[src/rtl/vmx_col_accum.sv]
// Drain stage under one vmx PE column: accumulates tiled partial sums per output element,
// requantizes with unsigned saturation and queues results in a small valid/ready FIFO.
module vmx_col_accum #(
  parameter int SUM_BITLEN = 32,
  parameter int ACC_BITLEN = 40,
  parameter int OUT_BITLEN = 16,
  parameter int FIFO_DEPTH = 4
) (
  input  logic                  clk,
  input  logic                  rst_n,
  input  logic                  start_i,
  input  logic                  cfg_simd_i,
  input  logic [7:0]            cfg_tiles_i,
  input  logic [7:0]            cfg_num_out_i,
  input  logic [4:0]            cfg_shift_i,
  input  logic [SUM_BITLEN-1:0] sum_in_i,
  input  logic                  sum_valid_i,
  output logic                  sum_ready_o,
  output logic [OUT_BITLEN-1:0] out_data_o,
  output logic                  out_valid_o,
  input  logic                  out_ready_i,
  output logic                  busy_o,
  output logic                  done_o
);

  localparam int LANE_BITLEN = 24;
  localparam int HALF        = SUM_BITLEN / 2;
  localparam int LANE_OUT    = OUT_BITLEN / 2;
  localparam int PTR_W       = $clog2(FIFO_DEPTH);
  localparam int CNT_W       = PTR_W + 1;

  typedef enum logic [1:0] {IDLE, ACC, PUSH, DONE} state_t;

  function automatic logic [OUT_BITLEN-1:0] sat_wide(input logic [ACC_BITLEN-1:0] a,
                                                     input logic [4:0] sh);
    logic [ACC_BITLEN-1:0] r;
    r = a >> sh;
    return (|r[ACC_BITLEN-1:OUT_BITLEN]) ? '1 : r[OUT_BITLEN-1:0];
  endfunction

  function automatic logic [LANE_OUT-1:0] sat_lane(input logic [LANE_BITLEN-1:0] a,
                                                   input logic [4:0] sh);
    logic [LANE_BITLEN-1:0] r;
    r = a >> sh;
    return (|r[LANE_BITLEN-1:LANE_OUT]) ? '1 : r[LANE_OUT-1:0];
  endfunction

  state_t                 state_q, state_d;
  logic                   simd_q, simd_d;
  logic [7:0]             tiles_q, tiles_d;
  logic [7:0]             num_out_q, num_out_d;
  logic [4:0]             shift_q, shift_d;
  logic [7:0]             tile_cnt_q, tile_cnt_d;
  logic [7:0]             out_cnt_q, out_cnt_d;
  logic [ACC_BITLEN-1:0]  acc_q, acc_d;
  logic [LANE_BITLEN-1:0] lane0_q, lane0_d, lane1_q, lane1_d;

  logic [OUT_BITLEN-1:0]  mem_q [FIFO_DEPTH];
  logic [PTR_W-1:0]       wr_ptr_q, rd_ptr_q;
  logic [CNT_W-1:0]       cnt_q;
  logic                   fifo_full, push, pop, first;
  logic [OUT_BITLEN-1:0]  push_data;

  assign fifo_full   = (cnt_q == CNT_W'(FIFO_DEPTH));
  assign out_valid_o = (cnt_q != '0);
  assign pop         = out_valid_o & out_ready_i;
  assign out_data_o  = mem_q[rd_ptr_q];
  assign busy_o      = (state_q != IDLE);
  assign first       = (tile_cnt_q == 8'd0);
  assign push_data   = simd_q ? sat_wide(acc_q, shift_q)
                              : {sat_lane(lane1_q, shift_q), sat_lane(lane0_q, shift_q)};

  always_comb begin
    state_d     = state_q;
    simd_d      = simd_q;
    tiles_d     = tiles_q;
    num_out_d   = num_out_q;
    shift_d     = shift_q;
    tile_cnt_d  = tile_cnt_q;
    out_cnt_d   = out_cnt_q;
    acc_d       = acc_q;
    lane0_d     = lane0_q;
    lane1_d     = lane1_q;
    push        = 1'b0;
    sum_ready_o = 1'b0;
    done_o      = 1'b0;
    case (state_q)
      IDLE: begin
        if (start_i) begin
          simd_d     = cfg_simd_i;
          tiles_d    = (cfg_tiles_i == 8'd0) ? 8'd1 : cfg_tiles_i;
          num_out_d  = cfg_num_out_i;
          shift_d    = cfg_shift_i;
          tile_cnt_d = 8'd0;
          out_cnt_d  = 8'd0;
          state_d    = (cfg_num_out_i == 8'd0) ? DONE : ACC;
        end
      end
      ACC: begin
        sum_ready_o = 1'b1;
        if (sum_valid_i) begin
          // Both lane views are kept current; simd_q only selects which one is requantized.
          acc_d   = (first ? '0 : acc_q) + ACC_BITLEN'(sum_in_i);
          lane0_d = (first ? '0 : lane0_q) + LANE_BITLEN'(sum_in_i[HALF-1:0]);
          lane1_d = (first ? '0 : lane1_q) + LANE_BITLEN'(sum_in_i[SUM_BITLEN-1:HALF]);
          if (tile_cnt_q == tiles_q - 8'd1) begin
            tile_cnt_d = 8'd0;
            state_d    = PUSH;
          end else begin
            tile_cnt_d = tile_cnt_q + 8'd1;
          end
        end
      end
      PUSH: begin
        if (!fifo_full) begin
          push      = 1'b1;
          out_cnt_d = out_cnt_q + 8'd1;
          state_d   = (out_cnt_q == num_out_q - 8'd1) ? DONE : ACC;
        end
      end
      DONE: begin
        done_o  = 1'b1;
        state_d = IDLE;
      end
      default: state_d = IDLE;
    endcase
  end

  always_ff @(posedge clk or negedge rst_n) begin
    if (!rst_n) begin
      state_q    <= IDLE;
      simd_q     <= 1'b0;
      tiles_q    <= 8'd0;
      num_out_q  <= 8'd0;
      shift_q    <= 5'd0;
      tile_cnt_q <= 8'd0;
      out_cnt_q  <= 8'd0;
      acc_q      <= '0;
      lane0_q    <= '0;
      lane1_q    <= '0;
    end else begin
      state_q    <= state_d;
      simd_q     <= simd_d;
      tiles_q    <= tiles_d;
      num_out_q  <= num_out_d;
      shift_q    <= shift_d;
      tile_cnt_q <= tile_cnt_d;
      out_cnt_q  <= out_cnt_d;
      acc_q      <= acc_d;
      lane0_q    <= lane0_d;
      lane1_q    <= lane1_d;
    end
  end

  // Full is judged on the registered count, so a same-cycle pop never makes room for a push.
  always_ff @(posedge clk or negedge rst_n) begin
    if (!rst_n) begin
      for (int i = 0; i < FIFO_DEPTH; i++) mem_q[i] <= '0;
      wr_ptr_q <= '0;
      rd_ptr_q <= '0;
      cnt_q    <= '0;
    end else begin
      if (push) begin
        mem_q[wr_ptr_q] <= push_data;
        wr_ptr_q        <= wr_ptr_q + 1'b1;
      end
      if (pop) rd_ptr_q <= rd_ptr_q + 1'b1;
      cnt_q <= cnt_q + CNT_W'(push) - CNT_W'(pop);
    end
  end

endmodule

[config.mk]
export PLATFORM = sky130hd
export DESIGN_NAME = vmx_col_accum
export DESIGN_NICKNAME = d
export VERILOG_FILES = /design/src/rtl/vmx_col_accum.sv
export SDC_FILE = /design/constraint.sdc
export NUM_CORES = 1
export LEC_CHECK = 0
export ABC_AREA = 0
export BUFFER_PORTS_ARGS = -buffer_cell sky130_fd_sc_hd__buf_2
export CORE_MARGIN = 5
export CORE_UTILIZATION = 50
export DETAILED_ROUTE_END_ITERATION = 8
export PLACE_DENSITY = 0.7
export SLEW_MARGIN = 20
export SYNTH_ARGS = -nofsm -noshare
export SYNTH_HDL_FRONTEND = slang
export SYNTH_SLANG_ARGS = --single-unit
[constraint.sdc]
create_clock -name clk -period 9 [get_ports clk]
set_input_delay 1.8 -clock clk [delete_from_list [all_inputs] [get_ports clk]]
set_output_delay 1.8 -clock clk [all_outputs]
set_load 0.02 [all_outputs]
==> results.md <==
- Status: finished clean
- Min setup slack post-route: about 3.6 ns
- Gpl congestion: 0.9623
- CP required: around 9.3 ns
- Synthesis-to-layout area growth: 6.304%
- Syn Std Cell Area: 17330 um^2
- Nature of the critical path startpoint: register
- Unique cell type count in the Yosys netlist: 77
- Vias in the first global route: 14518
- Area share of the largest cell type after synthesis: 28.74%
- Drt first-iter violations: 1432
- Resized cells post-CTS: 0
- Root Driver: clkbuf_16
- Most frequent cell after synthesis: nand2_1
- Max_cap viols: 0
- Register area share after synthesis: about 29%
- Setup_tns: 0 ns
- Slew HR: 29.97%
- Die Span Y: 196.2 um
- Kind of critical path: register to register
- Vias/cell: 6.314
- Top_reg_cell synth: dfrtp_1
- DRT antenna net count: 0
- Final period util: 59.53%
- Layout cell share with drive strength beyond 1: 14.27%
- Layout Utilization: between 50% and 60%
- Hold Buf Count CTS: 0
- Later-pin clock latency in the skew report: 0.47 ns
- Synth warnings: 0
- DR vias: 15394
- Post-synth EDFFs: 0
- Max Fanout on Critical Path: 28
- Post-DP HPWL: 34500 um
- Post-CTS Setup Bufs: 0
- Hold Crit Class: register to register
- Core box area: approximately 34000 um^2
- Clock Tree Buf Depth: 2
- Antenna fix cells: 0
- Initial antenna violation count: 0
- Syn nets: around 2100
- CTS tree: yes
- GR Overflow Total: 0
- PD cells: 414.8 nW/um^2
- WHS: a little under 0.5 ns
- Ports: just under 80
- Finished Layout Cells: about 2400
- Crit end category: register
- Mapped Cells: roughly 2000
- Die area: 38480 um^2
- Crit path DAT: 5.70 ns
- CTS Buf Count: 17
- RSZ-0062 raised after global routing: false
- Largest cells by area after synthesis: dfrtp_1 29%, mux4_2 11%, nand2_1 7.5%, ha_1 5.4%, o21ai_0 4.8%
- # clock sinks: 199
- Width of the die: around 200 um
- Final setup vio count: 0
- Port bufs: around 80
- Leak pwr: about 7.9 nW
- Pre-CTS setup slack: 3.751 ns
- Asr flop ratio synth: 100.0%
- First-pass GRT wire length: 78990 um
- Clock Skews: about 0.015 ns
- Reg clk slew, reported paths: 0.08 ns
- Top cells by count, synth: 344 x nand2_1, 199 x dfrtp_1, 165 x o21ai_0
- Overall Global Routing Usage: 25.14%
- Yosys reg bits: 199
- Peak Freq: about 190 MHz
- Hold Fails Final Rpt: 0
- DRC: 0
- Worst Max-Slew Pin Slew: 1.050 ns
- Row cnt: 68
- Crit path time final: 5.358 ns
- Worst R2R Setup Slack: 3.64 ns
- Final Max Slew Viols: 0
- Syn_area_per_cell: around 8.7 um^2
- Nets: 2108
- H-tree depth: 4
- Initial core utilization: between 50% and 60%
- Wirelength, routed: 48060 um
- Placed cells: 2406
- Largest net degree at the start of global routing: 129
- Routed len/inst: 19.71 um
- First-pass detailed-route iteration total: 6
- Cell taking the most area after synthesis: dfrtp_1
- Worst VDD drop: 206.0 uV
final timing paths:
| path | start | to | cells past startpoint |
|---|---|---|---|
| max reg2reg | tile_cnt_q[2] | acc_q[34] | 14 |
| max | tile_cnt_q[2] | acc_q[34] | 14 |
| max in group asynchronous | rst_n | lane1_q[10] | 2 |
| min in group asynchronous | rst_n | mem_q[36] | 1 |
| min | mem_q[61] | mem_q[61] | 2 |
| min reg2reg | mem_q[61] | mem_q[61] | 2 |
critical path, stage by stage (launching register included):
cell and delay [ns]:
dfrtp_1 0.50, nor4_1 0.43, nand3_2 0.60, and2_1 0.40, ha_1 0.23, fa_1 0.44
a211o_1 0.31, a211oi_1 0.57, or3_1 0.22, nand3_1 0.18, o211ai_1 0.28, a211oi_1 0.17
o21ai_0 0.57, a41oi_1 0.21, o41ai_1 0.11
flip-flops by register name, indices dropped and copies added (netlist names):
name	flops
cnt_q	3
shift_q	5
rd_ptr_q	2
wr_ptr_q	2
num_out_q	8
tile_cnt_q	8
lane0_q	24
lane1_q	24
acc_q	40
state_q	2
mem_q	64
out_cnt_q	8
tiles_q	8
simd_q	1
where the power goes:
part           internal (mW)  switching, mW  total (mW)
Combinational           2.18           2.80        4.98
Sequential              1.21          0.661        1.87
Clock                  0.399          0.394       0.792
cells by family after synthesis:
family	Yosys count	share of synthesized area, %
muxes	211	18.63
buffers and inverters	182	4.362
xor gates and xnor gates	95	4.802
and+or+nand+nor	726	19.35
AOI/OAI and AO/OA	507	18.24
adders and majority gates	79	5.878
DFF	199	28.74
metal layers:
layer,GRT usage [%],vias up,share of wire (%)
li1,-,7239,-
met1,37.20,7473,45
met2,37.51,607,45
met3,4.997,75,7.5
met4,7.370,0,2.6
met5,0,-,0
layout by cell type, fill, tap and decap left out, types with 14 or more instances in the layout:
cell type	Yosys	routed
nand2_1	344	343
dfrtp_1	199	194
o21ai_0	165	165
a21oi_1	115	115
nor2_1	113	113
mux4_2	83	83
buf_2	24	77
and2_1	75	75
ha_1	75	75
mux2i_1	66	66
mux2_2	62	62
xnor2_1	51	51
xor2_1	44	44
nand3_1	41	40
inv_1	39	38
a31oi_1	34	34
nor3_1	32	32
nor2b_1	21	21
nand2b_1	21	21
a211oi_1	21	21
a21o_1	20	20
o211ai_1	18	18
nand4_1	17	17
clkbuf_16	0	17
and3_1	14	14
buf_4	7	14
cell type report:
| type | instances | area [um^2] |
|---|---|---|
| Fill cell | 3121 | 15950 |
| Clock buffer | 19 | 432.9 |
| Sequential cell | 199 | 4991 |
| Timing Repair Buffer | 92 | 505.5 |
| Tap cell | 455 | 569.3 |
| Inverter | 42 | 157.7 |
| Clock inverter | 13 | 158.9 |
| Multi-Input combinational cell | 1618 | 11600 |
stage by stage:
stage                     cell area [um^2]  power (mW)
after floorplan                      17330       5.530
after global placement               17820       6.625
after detailed placement             17820       6.725
after CTS                            18420       7.551
after global routing                 18420       8.256
final                                18420       7.641
Power figures use the tool's default switching activity.
